File: config.mk
export PLATFORM = sky130hd
export DESIGN_NAME = pattern_generator_flat
export DESIGN_NICKNAME = d
export VERILOG_FILES = /design/src/rtl/pattern_generator_if.sv /design/src/rtl/pattern_generator.sv /design/src/flat_wrapper.sv
export SDC_FILE = /design/constraint.sdc
export NUM_CORES = 1
export LEC_CHECK = 0
export ABC_AREA = 1
export CAP_MARGIN = 15
export CORE_MARGIN = 3
export CORE_UTILIZATION = 54
export CTS_CLUSTER_SIZE = 30
export DETAILED_ROUTE_END_ITERATION = 16
export PLACE_DENSITY = 0.89
export SKIP_LAST_GASP = 1
export SLEW_MARGIN = 20
export SYNTH_ARGS = -nofsm -noshare
export SYNTH_HDL_FRONTEND = slang
export SYNTH_SLANG_ARGS = --single-unit
File: constraint.sdc
create_clock -name clk -period 4.25 [get_ports clk]
set_clock_uncertainty 0.15 [all_clocks]
set_input_delay 0.85 -clock clk [delete_from_list [all_inputs] [get_ports clk]]
set_output_delay 0.85 -clock clk [all_outputs]
set_load 0.01 [all_outputs]
File: src/rtl/pattern_generator_if.sv
// Pixel-side bundle of the test-pattern source: coordinates and mode request in, RGBI and status out.
interface pattern_generator_if #(
    parameter int unsigned COLOR_W = 3
) ();
    logic               video_on;
    logic [9:0]         pixel_x;
    logic [9:0]         pixel_y;
    logic [1:0]         mode_sel;
    logic [COLOR_W-1:0] color;
    logic               intensity;
    logic [1:0]         mode;
    logic [7:0]         frame_count;

    // Timing/coordinate generator side
    modport master (
        output video_on, pixel_x, pixel_y, mode_sel,
        input  color, intensity, mode, frame_count
    );

    // Pattern generator side
    modport slave (
        input  video_on, pixel_x, pixel_y, mode_sel,
        output color, intensity, mode, frame_count
    );
endinterface

File: src/rtl/pattern_generator.sv
// VGA test-pattern source: four frame-synchronous patterns, horizontal scroll,
// frame counter, 2-stage registered output blanked by a delayed video_on.
module pattern_generator #(
    parameter int unsigned H_ACTIVE    = 640,
    parameter int unsigned V_ACTIVE    = 480,
    parameter int unsigned NUM_BARS    = 8,
    parameter int unsigned COLOR_W     = 3,
    parameter int unsigned CHECK_LOG2  = 5,
    parameter int unsigned SCROLL_STEP = 4
) (
    input logic                clk,
    input logic                reset,
    pattern_generator_if.slave bus
);
    localparam int unsigned BAR_W  = H_ACTIVE / NUM_BARS;
    localparam int unsigned BAR_H  = V_ACTIVE / NUM_BARS;
    localparam int unsigned HALF_W = H_ACTIVE / 2;
    localparam int unsigned HALF_H = V_ACTIVE / 2;

    // Bar index as a compare chain against multiples of the bar size
    function automatic logic [COLOR_W-1:0] bar_index(input logic [9:0] v, input int unsigned size);
        logic [COLOR_W-1:0] idx;
        idx = '0;
        for (int unsigned i = 1; i < NUM_BARS; i++) begin
            if (v >= 10'(i * size)) idx = COLOR_W'(i);
        end
        return idx;
    endfunction

    logic               origin_q;
    logic [1:0]         mode_q;
    logic [7:0]         frame_count_q;
    logic [9:0]         scroll_q;

    logic               origin_c;
    logic               fs_c;
    logic [1:0]         mode_next_c;
    logic [10:0]        step_sum_c;
    logic [10:0]        step_wrap_c;
    logic [9:0]         scroll_next_c;
    logic [10:0]        x_sum_c;
    logic [10:0]        x_wrap_c;
    logic [9:0]         xe_c;

    logic [9:0]         xe_s1;
    logic [9:0]         y_s1;
    logic [1:0]         mode_s1;
    logic               von_s1;

    logic [COLOR_W-1:0] color_c;
    logic               intensity_c;
    logic [COLOR_W-1:0] color_q;
    logic               intensity_q;

    // Frame-start detect plus next mode/scroll, so the fs pixel already uses them
    always_comb begin
        origin_c      = (bus.pixel_x == 10'd0) && (bus.pixel_y == 10'd0);
        fs_c          = origin_c && !origin_q;
        mode_next_c   = fs_c ? bus.mode_sel : mode_q;
        step_sum_c    = {1'b0, scroll_q} + 11'(SCROLL_STEP);
        step_wrap_c   = (step_sum_c >= 11'(H_ACTIVE)) ? step_sum_c - 11'(H_ACTIVE) : step_sum_c;
        scroll_next_c = (fs_c && (bus.mode_sel == 2'd3)) ? step_wrap_c[9:0] : scroll_q;
        x_sum_c       = {1'b0, bus.pixel_x} + {1'b0, scroll_next_c};
        x_wrap_c      = (x_sum_c >= 11'(H_ACTIVE)) ? x_sum_c - 11'(H_ACTIVE) : x_sum_c;
        // Only mode 3 scrolls; other modes see the raw column
        xe_c          = (mode_next_c == 2'd3) ? x_wrap_c[9:0] : bus.pixel_x;
    end

    // Frame-level state: edge history, active mode, frame counter, scroll offset
    always_ff @(posedge clk) begin
        if (reset) begin
            origin_q      <= 1'b0;
            mode_q        <= 2'd0;
            frame_count_q <= 8'd0;
            scroll_q      <= 10'd0;
        end else begin
            origin_q <= origin_c;
            scroll_q <= scroll_next_c;
            if (fs_c) begin
                mode_q        <= bus.mode_sel;
                frame_count_q <= frame_count_q + 8'd1;
            end
        end
    end

    // Pipeline stage 1: effective x, line, mode and video_on
    always_ff @(posedge clk) begin
        if (reset) begin
            xe_s1   <= 10'd0;
            y_s1    <= 10'd0;
            mode_s1 <= 2'd0;
            von_s1  <= 1'b0;
        end else begin
            xe_s1   <= xe_c;
            y_s1    <= bus.pixel_y;
            mode_s1 <= mode_next_c;
            von_s1  <= bus.video_on;
        end
    end

    // Pattern selection from stage-1 values
    always_comb begin
        color_c     = '0;
        intensity_c = 1'b0;
        case (mode_s1)
            2'd0, 2'd3: begin
                color_c     = bar_index(xe_s1, BAR_W);
                intensity_c = (y_s1 >= 10'(HALF_H));
            end
            2'd1: begin
                color_c     = bar_index(y_s1, BAR_H);
                intensity_c = (xe_s1 >= 10'(HALF_W));
            end
            default: begin
                color_c     = (xe_s1[CHECK_LOG2] ^ y_s1[CHECK_LOG2]) ? '1 : '0;
                intensity_c = 1'b1;
            end
        endcase
    end

    // Pipeline stage 2: registered RGBI with blanking
    always_ff @(posedge clk) begin
        if (reset) begin
            color_q     <= '0;
            intensity_q <= 1'b0;
        end else begin
            color_q     <= von_s1 ? color_c : '0;
            intensity_q <= von_s1 & intensity_c;
        end
    end

    assign bus.color       = color_q;
    assign bus.intensity   = intensity_q;
    assign bus.mode        = mode_q;
    assign bus.frame_count = frame_count_q;
endmodule

File: src/flat_wrapper.sv
// flat-port wrapper written by rule: the top's interface ports become plain ports
module pattern_generator_flat 
#(
    parameter int unsigned H_ACTIVE    = 640,
    parameter int unsigned V_ACTIVE    = 480,
    parameter int unsigned NUM_BARS    = 8,
    parameter int unsigned COLOR_W     = 3,
    parameter int unsigned CHECK_LOG2  = 5,
    parameter int unsigned SCROLL_STEP = 4
)
  (clk, reset, bus_video_on, bus_pixel_x, bus_pixel_y, bus_mode_sel, bus_color, bus_intensity, bus_mode, bus_frame_count);
  pattern_generator_if #(.COLOR_W(COLOR_W)) bus_i ();
  input logic clk;
  input logic reset;
  input wire logic [$bits(bus_i.video_on)-1:0] bus_video_on;
  input wire logic [$bits(bus_i.pixel_x)-1:0] bus_pixel_x;
  input wire logic [$bits(bus_i.pixel_y)-1:0] bus_pixel_y;
  input wire logic [$bits(bus_i.mode_sel)-1:0] bus_mode_sel;
  output wire logic [$bits(bus_i.color)-1:0] bus_color;
  output wire logic [$bits(bus_i.intensity)-1:0] bus_intensity;
  output wire logic [$bits(bus_i.mode)-1:0] bus_mode;
  output wire logic [$bits(bus_i.frame_count)-1:0] bus_frame_count;
  assign bus_i.video_on = bus_video_on;
  assign bus_i.pixel_x = bus_pixel_x;
  assign bus_i.pixel_y = bus_pixel_y;
  assign bus_i.mode_sel = bus_mode_sel;
  assign bus_color = bus_i.color;
  assign bus_intensity = bus_i.intensity;
  assign bus_mode = bus_i.mode;
  assign bus_frame_count = bus_i.frame_count;
  pattern_generator #(.H_ACTIVE(H_ACTIVE), .V_ACTIVE(V_ACTIVE), .NUM_BARS(NUM_BARS), .COLOR_W(COLOR_W), .CHECK_LOG2(CHECK_LOG2), .SCROLL_STEP(SCROLL_STEP)) u_core (.clk(clk), .reset(reset), .bus(bus_i));
endmodule
==> impl_metrics.yaml <==
run_status:
  status: "finished clean"
timing:
  worst_pin_slew_ns: 0.371
  min_period_over_period_pct: 96.1
  max_freq_mhz: 245
  final_max_slew_viol_count: 0
  hold_viol: 0
  relSlewSlack_pct: 75.3
  hold_ws_ns: 0.324
  finalSetupViolCount: 0
  period_needed_ns: 4.08
synth:
  synth_nets: 460
  synth_top_cell_area_share_pct: 29.3
  synth_compound_area_share_pct: 10.3
  syn_inst: 419
  syn-cell-area_mm2: 0.00259
  ys_ff_latch: 38
  ys_warn_count: 0
  yosys-top-cells-area: "dfxtp_1, nand2_1, inv_1, nor2_1, ha_1"
  synth_xor_area_share_pct: 2.36
  synth_top_family_by_area: "simple AND/OR/NAND/NOR gates"
  seq_area_frac_synth_pct: 29.3
  synth_simple_gate_area_share_pct: 37.9
  yosys.area.top_type: "dfxtp_1"
  yosys-mux-area-fraction_pct: 0
  synth_cell_type_count: 37
  avgSynthCellArea_um2: 6.19
  synth_fa_ha_area_share_pct: 8.01
clock_network:
  cts_buffer_depth: 2
  cts_tree: "built"
  cts-htree-levels: 2
  clk_root_buffer_cell: "clkbuf_8"
  clk_pin_slew_ns: 0.07
  clk_latency_ns: 0.28
  hold_buffers: 0
  cts_buffers: 5
  cts_sinks: 38
die:
  rows: 24
  io_pins: 39
  die_h_um: 75.3
  initial_core_util_pct: 57.6
  die_x_um: 75.3
  fp.coreArea_mm2: 0.00450
  die_area_mm2: 0.00567
setup_path:
  crit_type: "in -> reg"
  critPathLaunchType: "input port"
  crit_fanout: 3
  reg2reg_slack_ns: 0.61
  cpPeakStageDelay_ns: 0.47
  worstPathRequired_ns: 4.28
  endpoint_kind: "flop"
  slowest_stage: "clkdlybuf4s50_1"
  cp.arrival_ns: 4.12
final_layout:
  final_common_cell: "nand2_1"
  area_growth_syn_to_layout_pct: 31.1
  layout-drive-gt1-share_pct: 13.4
  n_antenna_cell: 0
  layout_common_cells: "nand2_1, inv_1, nor2_1"
  nets: 526
grt:
  grtUsageMet2_pct: 43.2
  grt_overflow: 0
  grt_pass1_vias: 2548
  grt_pass1_wl_um: 10300
  globalRouteMet1Util_pct: 26.5
  use_met3_pct: 4.49
  grt_max_degree: 25
  busiest_layer: "met2"
  grt_usage_pct: 23.0
  antenna_found_initial: 0
power:
  p_per_area_mw_per_mm2: 215
  clkPwrFrac_pct: 32.8
  p_int_w: 0.000547
  p_comb_share_pct: 16.2
  switchingPower_w: 0.000183
  swShare_pct: 25.1
  seqPwrFrac_pct: 51.0
  power.leakage_nw: 1.76
  total_power_w: 0.000731
  max-vdd-ir-drop_mv: 0.137
drt:
  wire_per_inst_um: 12.3
  route.detailed.drc: 0
  vias: 2837
  first_pass_iters: 5
  drt_iter0_drc: 123
  routed_wl_um: 6590
  via_per_inst: 5.29
  ant_nets: 0
placement:
  numPortBuffers: 38
  place_congestion: 0.898
  dp.final_hpwl_um: 4950
worst_hold_path:
  hold_class: "reg -> reg"
job:
  drv_cap: 0
## power by group through the flow
stage	logic (W)	clock network, W	registers [W]
finish	0.000119	0.000240	0.000372
global route	0.000134	0.000258	0.000373
CTS	0.000112	0.000242	0.000372
detailed placement	0.000112	0	0.000380
global placement	0.000109	0	0.000380
floorplan	0.0000612	0	0.000379
## stage by stage
stage | worst slack, ns | cell area [µm²] | std cells | TNS, ns | utilization, %
after global placement | -0.0876 | 3190 | 527 | -0.128 | 70.8
after floorplan | 0.506 | 2590 | 419 | 0 | -
after CTS | 0.0890 | 3270 | 533 | 0 | 72.6
after global routing | -0.122 | 3400 | 536 | -0.272 | 75.5
after detailed placement | -0.175 | 3190 | 527 | -0.358 | 70.8
final | 0.167 | 3400 | 536 | 0 | 75.5
## cell usage after synthesis
| cell | count |
|---|---|
| nand4_4 | 1 |
| nor2_1 | 68 |
| o221ai_1 | 1 |
| o31ai_1 | 1 |
| o21ai_0 | 19 |
| ha_1 | 15 |
| o21bai_1 | 1 |
| nand3_2 | 1 |
| xnor2_1 | 2 |
| nand4_1 | 8 |
| nor3_1 | 3 |
| or2_1 | 2 |
| inv_1 | 76 |
| nand2_2 | 1 |
| o21ai_1 | 4 |
| inv_2 | 2 |
| fa_1 | 1 |
| or2_2 | 4 |
| nor3_4 | 1 |
| a21boi_0 | 1 |
| nor2_2 | 2 |
| inv_4 | 1 |
| buf_1 | 1 |
| dfxtp_1 | 38 |
| nand3_1 | 22 |
| xor2_1 | 5 |
| nor3b_1 | 1 |
| clkbuf_1 | 3 |
| nor3_2 | 1 |
| o22ai_1 | 1 |
| a21oi_1 | 17 |
| a31oi_1 | 2 |
| nand2_1 | 109 |
| a22o_1 | 1 |
| o211ai_1 | 1 |
| nand2_4 | 1 |
| nor2_4 | 1 |
## routing by layer
metal / routed length [µm] / vias up
met4: 180 / 0
met5: 0 / -
li1: - / 1431
met3: 368 / 25
met1: 2770 / 1259
met2: 3270 / 122
## logic make-up after synthesis
kind of cell,count (synthesis)
AOI/OAI and AO/OA,49
xor gates and xnor gates,7
adders and majority gates,16
buffers and inverters,83
DFF,38
and+or+nand+nor,226
## worst paths after layout
check / cells past startpoint / to / from
worst max-delay path: 26 / u_core.xe_s1[7] / bus_pixel_x[1]
worst max register to register: 25 / u_core.xe_s1[7] / u_core.scroll_q[2]
worst min-delay path: 2 / u_core.bus.intensity / u_core.von_s1
worst min register to register: 2 / u_core.bus.intensity / u_core.von_s1
## final cells by class
class	count	area, µm²
well taps	52	65.1
multi-input cells	298	1620
repair buffers	63	571
flip-flops and latches	38	761
inverters	79	302
fillers	319	1100
clock buffers	6	82.6
## flip-flops by register name, summed over array words and instances (netlist names)
signal                  cells
u_core.bus.frame_count      8
u_core.scroll_q             8
u_core.y_s1                 8
u_core.xe_s1                6
u_core.bus.color            3
u_core.mode_s1              2
u_core.bus.intensity        1
u_core.origin_q             1
u_core.von_s1               1
## worst max-delay path: cells and delay by family
| kind | cells | cell delay, ns |
|---|---|---|
| buf+inv | 7 | 0.89 |
| simple gates | 15 | 1.53 |
| compound gates | 2 | 0.29 |
| fa+ha+maj | 2 | 0.55 |
## timing repair
action                                  in CTS  in global routing
endpoints found under the setup margin       0                  3
setup buffers                                0                  3
gates resized for setup                      0                 25
No activity file was read; power rests on OpenSTA's default activity.
